<file path="src/rtl/game_pkg.sv">
// Shared types, geometry defaults and the paddle-step helper for the catch game.
package game_pkg;

    typedef enum logic [1:0] {
        ST_IDLE = 2'd0,
        ST_PLAY = 2'd1,
        ST_HIT  = 2'd2,
        ST_OVER = 2'd3
    } state_t;

    localparam logic [1:0] MOVE_RIGHT = 2'b01;
    localparam logic [1:0] MOVE_LEFT  = 2'b10;

    localparam int COORD_W = 11;

    localparam int DEF_SCREEN_W    = 640;
    localparam int DEF_PLAYER_W    = 64;
    localparam int DEF_PLAYER_Y    = 440;
    localparam int DEF_OBJ_W       = 32;
    localparam int DEF_OBJ_H       = 32;
    localparam int DEF_PLAYER_STEP = 4;
    localparam int DEF_FALL_DIV    = 2;
    localparam int DEF_HIT_FRAMES  = 30;
    localparam int DEF_START_LIVES = 3;
    localparam int DEF_SCORE_W     = 10;

    // Next paddle column: clamped at both screen edges, computed 12 bits wide so it never wraps.
    function automatic logic [COORD_W-1:0] paddle_next(
        input logic [COORD_W-1:0] x,
        input logic [1:0]         mv,
        input int                 step,
        input int                 max_x
    );
        logic [COORD_W:0] wide;
        logic [COORD_W-1:0] result;
        wide   = '0;
        result = x;
        case (mv)
            MOVE_RIGHT: begin
                wide = {1'b0, x} + (COORD_W+1)'(step);
                if (wide > (COORD_W+1)'(max_x)) begin
                    wide = (COORD_W+1)'(max_x);
                end
                result = wide[COORD_W-1:0];
            end
            MOVE_LEFT: begin
                if (x < COORD_W'(step)) begin
                    result = '0;
                end else begin
                    result = x - COORD_W'(step);
                end
            end
            default: result = x;
        endcase
        return result;
    endfunction

endpackage

</file>
<file path="src/rtl/hit_detect.sv">
// Combinational landing / horizontal-overlap test between the falling object and the paddle.
module hit_detect
    import game_pkg::*;
#(
    parameter int PLAYER_W = DEF_PLAYER_W,
    parameter int PLAYER_Y = DEF_PLAYER_Y,
    parameter int OBJ_W    = DEF_OBJ_W,
    parameter int OBJ_H    = DEF_OBJ_H
) (
    input  logic [COORD_W-1:0] object_x,
    input  logic [COORD_W-1:0] object_y,
    input  logic [COORD_W-1:0] player_x,
    output logic               land,
    output logic               overlap
);

    logic [COORD_W:0] obj_bottom;
    logic [COORD_W:0] obj_right;
    logic [COORD_W:0] player_right;
    logic [COORD_W:0] obj_left;
    logic [COORD_W:0] player_left;

    // One extra bit on every sum keeps the edges honest near the right of the screen.
    assign obj_bottom   = {1'b0, object_y} + (COORD_W+1)'(OBJ_H);
    assign obj_right    = {1'b0, object_x} + (COORD_W+1)'(OBJ_W);
    assign player_right = {1'b0, player_x} + (COORD_W+1)'(PLAYER_W);
    assign obj_left     = {1'b0, object_x};
    assign player_left  = {1'b0, player_x};

    assign land    = (obj_bottom >= (COORD_W+1)'(PLAYER_Y));
    assign overlap = (obj_left < player_right) && (obj_right > player_left);

endmodule

</file>
<file path="src/rtl/game_controller.sv">
// Catch-game sequencer: IDLE/PLAY/HIT/OVER FSM, paddle, fall pacing, catch/miss, score and lives.
module game_controller
    import game_pkg::*;
#(
    parameter int SCREEN_W    = DEF_SCREEN_W,
    parameter int PLAYER_W    = DEF_PLAYER_W,
    parameter int PLAYER_Y    = DEF_PLAYER_Y,
    parameter int OBJ_W       = DEF_OBJ_W,
    parameter int OBJ_H       = DEF_OBJ_H,
    parameter int PLAYER_STEP = DEF_PLAYER_STEP,
    parameter int FALL_DIV    = DEF_FALL_DIV,
    parameter int HIT_FRAMES  = DEF_HIT_FRAMES,
    parameter int START_LIVES = DEF_START_LIVES,
    parameter int SCORE_W     = DEF_SCORE_W
) (
    input  logic               clk,
    input  logic               rst,
    input  logic               frame_tick,
    input  logic               start,
    input  logic [1:0]         move,
    input  logic [COORD_W-1:0] object_x,
    input  logic [COORD_W-1:0] object_y,
    output logic               object_step,
    output logic               object_spawn,
    output logic [COORD_W-1:0] player_x,
    output logic [SCORE_W-1:0] score,
    output logic [1:0]         lives,
    output logic [1:0]         state,
    output logic               game_over
);

    localparam int MAX_X   = SCREEN_W - PLAYER_W;
    localparam int CENTRE  = (SCREEN_W - PLAYER_W) / 2;
    localparam int DIV_W   = (FALL_DIV > 1) ? $clog2(FALL_DIV) : 1;
    localparam int TIMER_W = $clog2(HIT_FRAMES + 1);

    localparam logic [COORD_W-1:0] CENTRE_X    = COORD_W'(CENTRE);
    localparam logic [DIV_W-1:0]   DIV_LAST    = DIV_W'(FALL_DIV - 1);
    localparam logic [TIMER_W-1:0] TIMER_LOAD  = TIMER_W'(HIT_FRAMES);
    localparam logic [1:0]         LIVES_LOAD  = 2'(START_LIVES);

    state_t               state_reg;
    logic [COORD_W-1:0]   player_x_reg;
    logic [SCORE_W-1:0]   score_reg;
    logic [1:0]           lives_reg;
    logic [DIV_W-1:0]     div_reg;
    logic [TIMER_W-1:0]   timer_reg;
    logic                 step_reg;
    logic                 spawn_reg;
    logic                 game_over_reg;

    logic                 land;
    logic                 overlap;
    logic [COORD_W-1:0]   player_x_next;

    hit_detect #(
        .PLAYER_W (PLAYER_W),
        .PLAYER_Y (PLAYER_Y),
        .OBJ_W    (OBJ_W),
        .OBJ_H    (OBJ_H)
    ) u_hit_detect (
        .object_x (object_x),
        .object_y (object_y),
        .player_x (player_x_reg),
        .land     (land),
        .overlap  (overlap)
    );

    assign player_x_next = paddle_next(player_x_reg, move, PLAYER_STEP, MAX_X);

    always_ff @(posedge clk or negedge rst) begin
        if (!rst) begin
            state_reg     <= ST_IDLE;
            player_x_reg  <= CENTRE_X;
            score_reg     <= '0;
            lives_reg     <= LIVES_LOAD;
            div_reg       <= '0;
            timer_reg     <= '0;
            step_reg      <= 1'b0;
            spawn_reg     <= 1'b0;
            game_over_reg <= 1'b0;
        end else begin
            step_reg  <= 1'b0;
            spawn_reg <= 1'b0;
            case (state_reg)
                ST_IDLE, ST_OVER: begin
                    // start wins over any frame_tick arriving in the same cycle.
                    if (start) begin
                        state_reg     <= ST_PLAY;
                        score_reg     <= '0;
                        lives_reg     <= LIVES_LOAD;
                        player_x_reg  <= CENTRE_X;
                        div_reg       <= '0;
                        spawn_reg     <= 1'b1;
                        game_over_reg <= 1'b0;
                    end
                end
                ST_PLAY: begin
                    if (frame_tick) begin
                        if (land && overlap) begin
                            if (score_reg != '1) begin
                                score_reg <= score_reg + 1'b1;
                            end
                            spawn_reg    <= 1'b1;
                            div_reg      <= '0;
                            player_x_reg <= player_x_next;
                        end else if (land) begin
                            // Miss frame: paddle stays where the object landed.
                            lives_reg <= lives_reg - 1'b1;
                            if (lives_reg == 2'd1) begin
                                state_reg     <= ST_OVER;
                                game_over_reg <= 1'b1;
                            end else begin
                                state_reg <= ST_HIT;
                                timer_reg <= TIMER_LOAD;
                            end
                        end else begin
                            if (div_reg == DIV_LAST) begin
                                step_reg <= 1'b1;
                                div_reg  <= '0;
                            end else begin
                                div_reg <= div_reg + 1'b1;
                            end
                            player_x_reg <= player_x_next;
                        end
                    end
                end
                ST_HIT: begin
                    if (frame_tick) begin
                        if (timer_reg <= TIMER_W'(1)) begin
                            timer_reg <= '0;
                            state_reg <= ST_PLAY;
                            spawn_reg <= 1'b1;
                        end else begin
                            timer_reg <= timer_reg - 1'b1;
                        end
                    end
                end
                default: state_reg <= ST_IDLE;
            endcase
        end
    end

    assign object_step  = step_reg;
    assign object_spawn = spawn_reg;
    assign player_x     = player_x_reg;
    assign score        = score_reg;
    assign lives        = lives_reg;
    assign state        = state_reg;
    assign game_over    = game_over_reg;

endmodule

</file>
<file path="config.mk">
export PLATFORM = sky130hd
export DESIGN_NAME = game_controller
export DESIGN_NICKNAME = d
export VERILOG_FILES = /design/src/rtl/game_pkg.sv /design/src/rtl/hit_detect.sv /design/src/rtl/game_controller.sv
export SDC_FILE = /design/constraint.sdc
export NUM_CORES = 1
export LEC_CHECK = 0
export CAP_MARGIN = 5
export CELL_PAD_IN_SITES_DETAIL_PLACEMENT = 0
export CELL_PAD_IN_SITES_GLOBAL_PLACEMENT = 1
export CORE_ASPECT_RATIO = 1.25
export CORE_MARGIN = 1.5
export CORE_UTILIZATION = 39
export CTS_CLUSTER_DIAMETER = 30
export DETAILED_ROUTE_END_ITERATION = 8
export GPL_ROUTABILITY_DRIVEN = 0
export GPL_TIMING_DRIVEN = 0
export PLACE_DENSITY = 0.76
export SLEW_MARGIN = 30
export SYNTH_ARGS = -nofsm -noshare
export SYNTH_HDL_FRONTEND = slang
export SYNTH_SLANG_ARGS = --single-unit
</file>
<file path="constraint.sdc">
create_clock -name clk -period 3.6 [get_ports clk]
set_input_delay 1.08 -clock clk [delete_from_list [all_inputs] [get_ports clk]]
set_output_delay 1.08 -clock clk [all_outputs]
set_load 0.02 [all_outputs]
</file>
Word level (Yosys, flattened, before mapping)
Cells that the tools add are included.
- register bits after elaboration: 34
- input bits: 28
- output and inout port bits: 28
- logic and storage cells: 109
- $add $sub $neg: 9
- magnitude comparators: 6
- equal/unequal tests: 18
- muxes and demuxes: 55
- reduce and logical (&&, ||, !) cells: 12
- operator list (cell ; number):
    2-to-1 mux 11 bit ; 6
    case mux 11 bit (2 select lines) ; 2
    2-to-1 mux 10 bit ; 4
    2-to-1 mux 5 bit ; 6
    adder 11 x 6 -> 12 bit, second input constant ; 2
    2-to-1 mux 1 bit ; 20
    2-to-1 mux 2 bit ; 10
    != test 2 bit, second input constant ; 10
    case mux 10 bit (2 select lines) ; 1
    AND reduction 6 bit ; 3
    adder 11 x 3 -> 12 bit, second input constant ; 1
    adder 11 x 7 -> 12 bit, second input constant ; 1
    greater-or-equal comparator 12 x 9 -> 1 bit, second input constant ; 1
    > comparator 12 x 10 -> 1 bit, second input constant ; 1
    > comparator 12 x 11 -> 1 bit ; 1
    < comparator 11 x 12 -> 1 bit ; 1
    < comparator 11 x 3 -> 1 bit, second input constant ; 1
    subtractor 11 x 3 -> 11 bit, second input constant ; 1
    adder 10 x 1 -> 10 bit, second input constant ; 1
    != test 10 bit, second input constant ; 1
    case mux 5 bit (2 select lines) ; 1
    AND reduction 5 bit ; 2
    equality test 2 x 1 -> 1 bit, second input constant ; 3
    equality test 2 bit, second input constant ; 3
    14 further kinds ; 17

Logic depth before layout (Yosys ltp)
Gate-level depths: netlist of the first run.
- depth in word-level cells: 8
- gate-level depth with buffers: 12
- depth with buffers taken out: 11

Cells and area by module
A second synthesis of the first run with hierarchy kept.
- cell total of the unflattened synthesis: 359
- area total of the unflattened synthesis: 2931.6 µm²
- by module, submodules not included (module ; instances ; cells each ; area an instance (µm²) ; sequential area each (µm²)):
    game_controller ; 1 ; 271 ; 2277.2 ; 805.8
    hit_detect ; 1 ; 88 ; 654.4 ; 0.0

Worst setup path after synthesis of the first run
OpenSTA, ideal clock, no wires.
- kind: input to register
- start: in object_x[5]
- end: reg timer_reg[4]
- setup time: 121 ps
- arrival time: 3459 ps
- required time: 3479 ps
- slack: 20 ps
- stages on the path: 11
- buffers on the path: 0
- path through: ha_1 > and3_1 > xor2_1 > ha_1 > a21o_1 > a32o_1 > a2111oi_4 > a2111oi_4 > o31ai_4 > nand3_1 > a22o_1
- longest elaborated chain between the ends: 6
- elaborated cells on any way between the ends: 7
- those cells by class: 1 x add/sub; 2 x order compare; 1 x eq/ne; 3 x reduce/logical
- ends and longest elaborated chain (element ; RTL line ; source):
    start: declaration ; game_controller.sv:21 ; input logic [COORD_W-1:0] object_x,
    adder 11 x 6 -> 12 bit ; hit_detect.sv:25 ; assign obj_right = {1'b0, object_x} + (COORD_W+1)'(OBJ_W);
    > comparator 12 x 11 -> 1 bit ; hit_detect.sv:31 ; assign overlap = (obj_left < player_right) && (obj_right > player_left);
    logical AND 1 bit (*) ; hit_detect.sv:31 ;
    logical AND 1 bit (*) ; game_controller.sv:100 ; if (land && overlap) begin
    != test 2 bit (no line) (*) ; -- ;
    AND reduction 6 bit (no line) (*) ; -- ;
    end signal: assignment ; game_controller.sv:135 ; timer_reg <= timer_reg - 1'b1;
    end: declaration ; game_controller.sv:47 ; logic [TIMER_W-1:0] timer_reg;
Mark *: on every way between the ends. The rest lies on a longest branch, timed or not.
A chain may end at the register's enable or synchronous reset.

Worst setup path after layout of the first run
- start: in object_x[5]
- end: reg score_reg[2] (netlist: score[2])
- longest elaborated chain between the ends: 6
- elaborated cells on any way between the ends: 7
- those cells by class: 1 x add/sub; 2 x order compare; 1 x eq/ne; 3 x reduce/logical
- ends and longest elaborated chain (element ; RTL line ; source):
    adder 11 x 6 -> 12 bit ; hit_detect.sv:25 ;
    > comparator 12 x 11 -> 1 bit ; hit_detect.sv:31 ;
    logical AND 1 bit (*) ; hit_detect.sv:31 ;
    logical AND 1 bit (*) ; game_controller.sv:100 ;
    != test 2 bit (no line) (*) ; -- ;
    AND reduction 5 bit (no line) (*) ; -- ;
    end signal: assignment ; game_controller.sv:102 ; score_reg <= score_reg + 1'b1;
    end: declaration ; game_controller.sv:44 ; logic [SCORE_W-1:0] score_reg;
Marked as above.

==> metrics.txt, run 1 <==
synth unique cells=63; unrepaired setup endpoints after global routing=true; Vias/cell=slightly below 6; Clock transition at path regs=0.07 ns; crit path to=score[2]; mapped cell area=0.00293 mm²; classification of the worst-slack hold path=register to register; cell total after placement=487; ANT cells=0; hpwl dp=~6100 µm; Core Area=~0.0073 mm²; DRC=0; Critical Path RT=3.77 ns; crit path kind=input port to register; initial antenna violation count=0; number of global-route vias before repair=roughly 2800; Final setup viols=0; Startpoint Class=input port; internal power=about 1.2 mW; Seq/Total Area, Yosys=27.5%; Root Buffer=clkbuf_8; Switch Pwr=roughly 1.1 mW; final hold vios=0; TritonCTS clock tree=built; share of layout cells above drive strength 1=between 15 and 20%; Core Util, Final=53.3%; Die Footprint=approximately 0.008 mm²; status=finished, final reports clean; max-cap violation count=0; Initial Util=40.1%; hold bufs inserted after CTS=0; Final nets=between 400 and 500; Die Height=99.9 µm; via count=roughly 3000; All-Layer GR Usage=a little over a fifth; Post-Route WL=about 8400 µm; first-pass GRT wire length=around 13000 µm; Layout Cells excl Fill=~520; Pre-antenna DRT Iters=4; Async SR Flop Fraction=100%; Logic pwr share=around three fifths; drt wl/cell=around 16 µm; max-slew violation count=0; VDD IR max=~0.00037 V; CTS max path bufs=2; largest net degree at the start of global routing=24; nature of the critical path endpoint=register; switch share=roughly half; Worst R2R End=player_x[5]; hold depth=2; Flop pwr share=approximately a quarter; Setup Skew=~0.021 ns; CP startpoint=object_x[5]; Tcrit/Tclk final=98.4%; R2R Setup Slk=~0.36 ns; power density cells=approximately 580 mW/mm²; Tmin final=3.54 ns; max reg flops=10; Fmax=approximately 280 MHz; Clk pwr share=about 13%; Syn Inst Count=343; Post-synth EDFFs=0; synth warn=0; slew margin rel.=between 50% and 60%; standard-cell rows=35; Sink Count=32; Port Buf Inserts=50; Slew @ Worst Pin=approximately 0.73 ns; CTS buffer count=5; DIE WIDTH=roughly 81 µm; Avg Cell Area, Syn=around 8.5 µm²; DR iter-0 viols=90; IO Pins=between 50 and 60; Clock Latency Late Sink=approximately 0.3 ns; H-tree depth=2; worst-case reg-to-reg path depth=13; synthesis-stage register bit count=32; area delta synth->final=33.0%; Static Leak=about 1.6 nW; grt ovf=0; prevailing post-synth register cell=dfrtp_1; reg-to-reg startpoint=player_x[6]; Final ANT Viol Nets=0; WP data arrival=~3.7 ns; Crit Path Max Fanout=6
-- cells in the mapped netlist (3+ instances only) --
cell	instances	area (µm²)
ha_1	30	375
dfrtp_1	28	701
nor2_1	26	97.6
nand2_1	25	93.8
a21oi_1	23	115
inv_1	19	71.3
nand3_1	18	90.1
nor3_1	11	55.1
o21ai_1	10	50.1
a31oi_1	9	56.3
xnor2_1	9	78.8
and3_1	8	50.1
clkbuf_1	8	30.0
nand4_1	8	50.1
o21a_1	6	45.0
o21ai_0	6	30.0
o31ai_1	5	37.5
a211oi_1	4	30.0
a22o_1	4	35.0
and2_1	4	25.0
dfstp_2	4	105
mux2i_1	4	40.0
nand2b_1	4	25.0
nor2b_1	4	25.0
a211o_1	3	26.3
a22oi_1	3	22.5
buf_2	3	15.0
nor4_1	3	18.8
o22a_1	3	26.3
o32ai_1	3	26.3
or3_1	3	18.8
-- layout make-up --
class	count	area, µm²
buffer	13	60.1
sequential	32	806
clock buffer	6	72.6
multi-input combinational	279	2090
timing repair buffer	71	663
clock inverter	2	12.5
inverter	20	75.1
fill	717	3420
tap	92	115
-- power by group through the flow --
stage	logic, mW	clock network [mW]	registers (mW)
final	1.36	0.290	0.587
after global routing	1.50	0.319	0.601
after CTS	1.30	0.295	0.585
after detailed placement	1.24	0	0.590
after global placement	1.22	0	0.588
after floorplan	0.754	0	0.650
-- repair_timing --
item | CTS | global route
setup endpoints to repair | 31 | 22
buffers inserted | 9 | 12
pin swaps | 13 | 21
gates resized for setup | 23 | 23
-- worst min path at each step --
stage	from	endpoint	slack [ns]
floorplan	timer_reg[3]	timer_reg[3]	0.51
global placement	lives[1]	lives[1]	0.51
detailed placement	lives[0]	lives[0]	0.52
CTS	lives[0]	lives[0]	0.53
global route	lives[0]	lives[0]	0.56
finish	lives[0]	lives[0]	0.53
-- per-layer routing --
layer  wire length, µm  share of wire [%]  vias up  track usage (%)
met5                 0                  0        -                0
li1                  -                  -     1454                -
met3               346                4.1       14             4.09
met4               215                2.6        0             7.43
met1              3610                 43     1431             26.2
met2              4210                 50       90             36.5
-- critical path: stages --
cell and delay (ns):
buf_8 0.11, ha_4 0.15, buf_4 0.12, xor2_1 0.14, ha_1 0.32, nand4_1 0.18, a211oi_4 0.29, a2111oi_4 0.09
buf_4 0.15, a2111o_4 0.41, nor3_4 0.31, buf_4 0.18, o21ai_2 0.05, o21a_1 0.14
-- metrics by stage --
stage / instance area (µm²) / worst slack [ns] / hold slack (ns) / TNS [ns] / total power, mW
floorplan: 2930 / 0.0201 / 0.512 / 0 / 1.40
global placement: 3550 / -0.870 / 0.514 / -20.20 / 1.81
detailed placement: 3570 / -0.919 / 0.520 / -20.97 / 1.83
CTS: 3740 / -0.0212 / 0.530 / -0.0212 / 2.18
global route: 3900 / -0.0406 / 0.558 / -0.175 / 2.42
finish: 3900 / 0.0576 / 0.527 / 0 / 2.24
-- cell usage in the layout (no fill, tap or decap), types with 17 or more instances in the layout --
cell / Yosys / layout
inv_1: 19 / 19
dfrtp_1: 28 / 28
a21oi_1: 23 / 21
ha_1: 30 / 29
nand3_1: 18 / 17
nand2_1: 25 / 25
nor2_1: 26 / 25
buf_4: 2 / 21
clkdlybuf4s50_1: 0 / 43
-- kinds of logic (layout without fill, tap and decap cells) --
kind of cell / count (synthesis) / in the layout / synth area share, %
AO/OA/AOI/OAI: 108 / 108 / 28.1
XOR/XNOR: 11 / 11 / 3.29
adder cells (fa/ha/maj): 30 / 30 / 12.8
buffers and inverters: 33 / 112 / 4.61
flip-flops: 32 / 32 / 27.5
multiplexers: 4 / 4 / 1.37
other: 1 / 2 / 0.128
AND/OR/NAND/NOR: 124 / 124 / 22.2
(Power assumes the default switching activity.)
==> run 2, diff against run 1 <==
Settings changed: CORE_UTILIZATION 39 to 40, CTS_BUF_LIST set to sky130_fd_sc_hd__clkbuf_2, PLACE_DENSITY 0.76 to unset, PLACE_DENSITY_LB_ADDON set to 0.1.
==> metrics.txt, run 2 (same netlist as run 1, synthesis figures left out) <==
via count=2878 (-3.7%); cell total after placement=485 (-0.41%); grt ovf=0 (unchanged); met2 WL=4040 µm (-3.9%); first-pass GRT wire length=12900 µm (-3.7%); max reg flops=10 (unchanged); Port Buf Inserts=50 (unchanged); initial antenna violation count=0 (unchanged); top layer in use=met4; placed instance area=0.00357 mm² (+0.14%); largest net degree at the start of global routing=21 (-13%); fillers=703 (-2.0%); Clock transition at path regs=0.17 ns (+0.10 ns); Post-Route WL=7880 µm (-5.9%); Slew @ Worst Pin=0.668 ns (-0.0573 ns); Root Buffer=clkbuf_2; reg-to-reg startpoint=player_x[6]; worst-case reg-to-reg path depth=14 (+1); post-layout power=2.04 mW (-8.8%); unrepaired setup endpoints after global routing=true; Initial Util=41.7% (+1.7 points); DRC=0 (unchanged); Final ANT Viol Nets=0 (unchanged); CTS max path bufs=2 (unchanged); CP startpoint=object_x[5]; max-cap violation count=0 (unchanged); Die Height=98.7 µm (-1.2%); final worst slack=0.0578 ns (+0.000230 ns); CTS buffer count=5 (unchanged); area occupied by multi-input gates=0.00203 mm² (-2.8%); VDD IR max=0.000418 V (+14%); Fmax=282 MHz (about the same); hold bufs inserted after CTS=0 (unchanged); most common cell after layout, fill and taps aside=clkdlybuf4s50_1; routed wl met3=310 µm (-10%); most frequent cells in the layout=clkdlybuf4s50_1, ha_1, dfrtp_1; standard-cell rows=34 (-2.9%); classification of the worst-slack hold path=register to register; Place WS=-0.886 ns (+0.0335 ns); area delta synth->final=25.8%; Static Leak=1.49 nW (-6.3%); Tmin final=3.54 ns (-0.000230 ns); Core Area=0.00702 mm² (-4.0%); status=finished, final reports clean; Setup Skew=0.0244 ns (+0.00299 ns); ANT cells=0 (unchanged); max-slew violation count=0 (unchanged); post-layout instance area=0.00369 mm² (-5.4%); share of layout cells above drive strength 1=12.0% (-5.1 points); FF/Latch Area=806 µm² (unchanged); Final nets=467 (-2.7%); number of global-route vias before repair=2708 (-3.6%); TritonCTS clock tree=built; DIE WIDTH=79.6 µm (-1.2%); H-tree depth=2 (unchanged); nature of the critical path endpoint=register; All-Layer GR Usage=20.8% (-0.42 points); power density cells=554 mW/mm² (-3.6%); hpwl dp=6090 µm (-0.10%); Startpoint Class=input port; Layout Cells excl Fill=500 (-2.9%); final hold slack=0.554 ns (+0.0271 ns); TNS Setup=0 ns (unchanged); Crit Path Max Fanout=5 (-1); Sink Count=32 (unchanged); wire length on met1=3380 µm (-6.2%); R2R Setup Slk=0.30 ns (-0.06 ns); Pre-antenna DRT Iters=4 (unchanged); crit path to=timer_reg[3]; crit path kind=input port to register; Critical Path RT=3.88 ns (+0.11 ns); Final setup viols=0 (unchanged); Core Util, Final=52.5% (-0.76 points); Clock Latency Late Sink=0.37 ns (+0.07 ns); Vias/cell=5.76 (-0.83%); slew margin rel.=55.2% (+3.8 points); Die Footprint=0.00785 mm² (-2.4%); drt wl/cell=15.8 µm (-3.1%); Tcrit/Tclk final=98.4% (about the same); final hold vios=0 (unchanged); WP data arrival=3.82 ns (+0.11 ns); DR iter-0 viols=147 (+63%); Worst R2R End=timer_reg[4]; IO Pins=56 (unchanged)
## run 2: worst min-delay path by stage
stage	start	endpoint	slack, ns	depth (start not counted)
2_1_floorplan	timer_reg[3]	timer_reg[3]	0.51	1
3_3_place_gp	game_over	game_over	0.53	2
3_5_place_dp	lives[0]	lives[0]	0.53	2
4_1_cts	lives[0]	lives[0]	0.55	2
5_1_grt	lives[1]	lives[1]	0.57	2
6_report	lives[0]	lives[0]	0.55	2
## run 2: report_power, final
group          internal, mW  total (mW)  leakage, nW  switching (mW)
sequential            0.465       0.583        0.405           0.117
combinational         0.524        1.28         1.06           0.757
clock                0.0521       0.180       0.0306           0.128
total                  1.04        2.04         1.49            1.00
## run 2: area by class of cell
cell class | instances | share of cell area (%)
clock inverters | 1 | 0.102
inverters | 20 | 2.04
well taps | 90 | 3.05
flip-flops and latches | 32 | 21.9
plain buffers | 13 | 1.63
multi-input cells | 279 | 55.2
repair buffers | 58 | 15.2
clock buffers | 7 | 0.950
## run 2: critical path: stages
cell and delay (ns):
clkbuf_2 0.12, ha_2 0.19, and3_4 0.19, xor2_1 0.14, ha_1 0.31, a21o_1 0.17
a32o_1 0.23, a2111oi_4 0.38, a2111oi_4 0.10, buf_4 0.18, o31ai_4 0.32, buf_4 0.18
nand3b_1 0.07, a22o_1 0.18
## run 2: timing repair
action	4_1_cts	5_1_grt
resized for setup	12	10
setup endpoints to repair	30	20
buffers inserted	5	3
pin swaps	5	5
gates cloned	0	0
## run 2: routing by layer
layer | global-route usage [%] | up-vias
met2 | 37.0 | 63
met1 | 25.3 | 1373
li1 | - | 1432
met3 | 3.33 | 10
met5 | 0 | -
met4 | 6.34 | 0
==> run 3, diff against run 2 <==
Settings changed: CORE_MARGIN 1.5 to 2, CORE_UTILIZATION 40 to 25.
==> metrics.txt, run 3 (same netlist as run 1, synthesis figures left out) <==
status=finished, final reports clean; H-tree depth=2 (unchanged); max-slew violation count=0 (unchanged); Slew @ Worst Pin=0.723 ns (+0.0546 ns); CTS max path bufs=2 (unchanged); Clock Latency Late Sink=0.41 ns (+0.04 ns); grt ovf=0 (unchanged); Die Footprint=0.0126 mm² (+61%); Static Leak=1.54 nW (+3.6%); final hold vios=0 (unchanged); Post-Route WL=9020 µm (+14%); crit path kind=input port to register; via count=2876 (-0.069%); power density cells=563 mW/mm² (+1.6%); Die Height=125 µm (+27%); final worst slack=0.0978 ns (+0.0400 ns); Root Buffer=clkbuf_2; Pre-antenna DRT Iters=6 (+2); TritonCTS clock tree=built; most frequent cells in the layout=clkdlybuf4s50_1, ha_1, dfrtp_1; Initial Util=25.5% (-16 points); DR iter-0 viols=105 (-29%); largest net degree at the start of global routing=23 (+9.5%); Critical Path RT=3.92 ns (+0.04 ns); first-pass GRT wire length=15100 µm (+17%); Vias/cell=5.18 (-10%); max-cap violation count=0 (unchanged); placed instance area=0.00363 mm² (+1.5%); Crit Path Max Fanout=7 (+2); Port Buf Inserts=50 (unchanged); IO Pins=56 (unchanged); classification of the worst-slack hold path=register to register; hpwl dp=6900 µm (+13%); standard-cell rows=44 (+29%); Tmin final=3.50 ns (-0.0400 ns); Final nets=474 (+1.5%); post-layout instance area=0.00385 mm² (+4.3%); area delta synth->final=31.3%; All-Layer GR Usage=14.9% (-5.9 points); DRC=0 (unchanged); Final setup viols=0 (unchanged); Setup Skew=0.0343 ns (+0.00991 ns); Sink Count=32 (unchanged); unrepaired setup endpoints after global routing=false; DIE WIDTH=101 µm (+27%); Startpoint Class=input port; Place WS=-1.18 ns (-0.293 ns); slew margin rel.=51.3% (-3.9 points); most common cell after layout, fill and taps aside=clkdlybuf4s50_1; Tcrit/Tclk final=97.3% (-1.1 points); number of global-route vias before repair=3032 (+12%); VDD IR max=0.000265 V (-36%); nature of the critical path endpoint=register; Final ANT Viol Nets=0 (unchanged); max reg flops=10 (unchanged); share of layout cells above drive strength 1=14.1% (+2.2 points); drt wl/cell=16.2 µm (+3.1%); Clock transition at path regs=0.19 ns (+0.02 ns); R2R Setup Slk=0.30 ns (about the same); initial antenna violation count=0 (unchanged); WP data arrival=3.82 ns (about the same); ANT cells=0 (unchanged); Core Area=0.0115 mm² (+64%); Fmax=286 MHz (+1.1%); CTS buffer count=5 (unchanged)
## run 3: worst max-delay path: stages
cell	delay [ns]
buf_6	0.11
ha_4	0.15
buf_4	0.12
xor2_1	0.14
ha_1	0.32
nand4_1	0.19
a211oi_4	0.32
a2111oi_4	0.10
buf_4	0.15
a2111o_4	0.49
nor3_4	0.36
mux2i_1	0.22
nand2_1	0.06
## run 3: path summary, 6_finish.rpt
check,endpoint,from,cells after the start
max,score[5],object_x[5],13
min,lives[1],lives[1],2
max reg2reg,timer_reg[3],player_x[6],14
min reg2reg,lives[1],lives[1],2
max in group asynchronous,lives[0],rst,2
min in group asynchronous,object_spawn,rst,1
## run 3: stage by stage
stage	TNS, ns	power [mW]	cells	util, %	hold slack (ns)
floorplan	0	1.40	344	-	0.512
global placement	-27.81	1.86	532	31.4	0.519
detailed placement	-28.14	1.86	533	31.5	0.516
CTS	0	2.18	552	33.2	0.519
global route	0	2.38	555	33.4	0.530
finish	0	2.17	555	33.4	0.543
## run 3: power by group
group          leakage (nW)  internal, mW  total, mW  switching (mW)
combinational          1.10         0.537       1.33           0.789
clock                0.0380         0.113      0.250           0.137
sequential            0.404         0.466      0.590           0.124
## run 3: cell type report
class                           count  area, µm²
Fill cell                        1218       7660
Multi-Input combinational cell    279       2060
Sequential cell                    32        807
Timing Repair Buffer               65        611
Tap cell                          138        173
Inverter                           20       75.1
Buffer                             13       60.1
Clock inverter                      3       37.5
Clock buffer                        5       25.0
## run 3: what timing repair did
| action | 4_1_cts | 5_1_grt |
|---|---|---|
| endpoints found under the hold margin | 0 | 0 |
| resized for setup | 20 | 17 |
| endpoints found under the setup margin | 31 | 18 |
| buffers inserted | 11 | 4 |
| hold buffers | 0 | 0 |
| pin swaps | 6 | 13 |
## run 3: routing by layer
metal	wire length, µm	global-route usage [%]	vias to the layer above
li1	-	-	1446
met1	3910	18.0	1369
met2	4630	26.4	51
met3	312	2.24	10
met4	161	5.08	0
met5	0	0	-
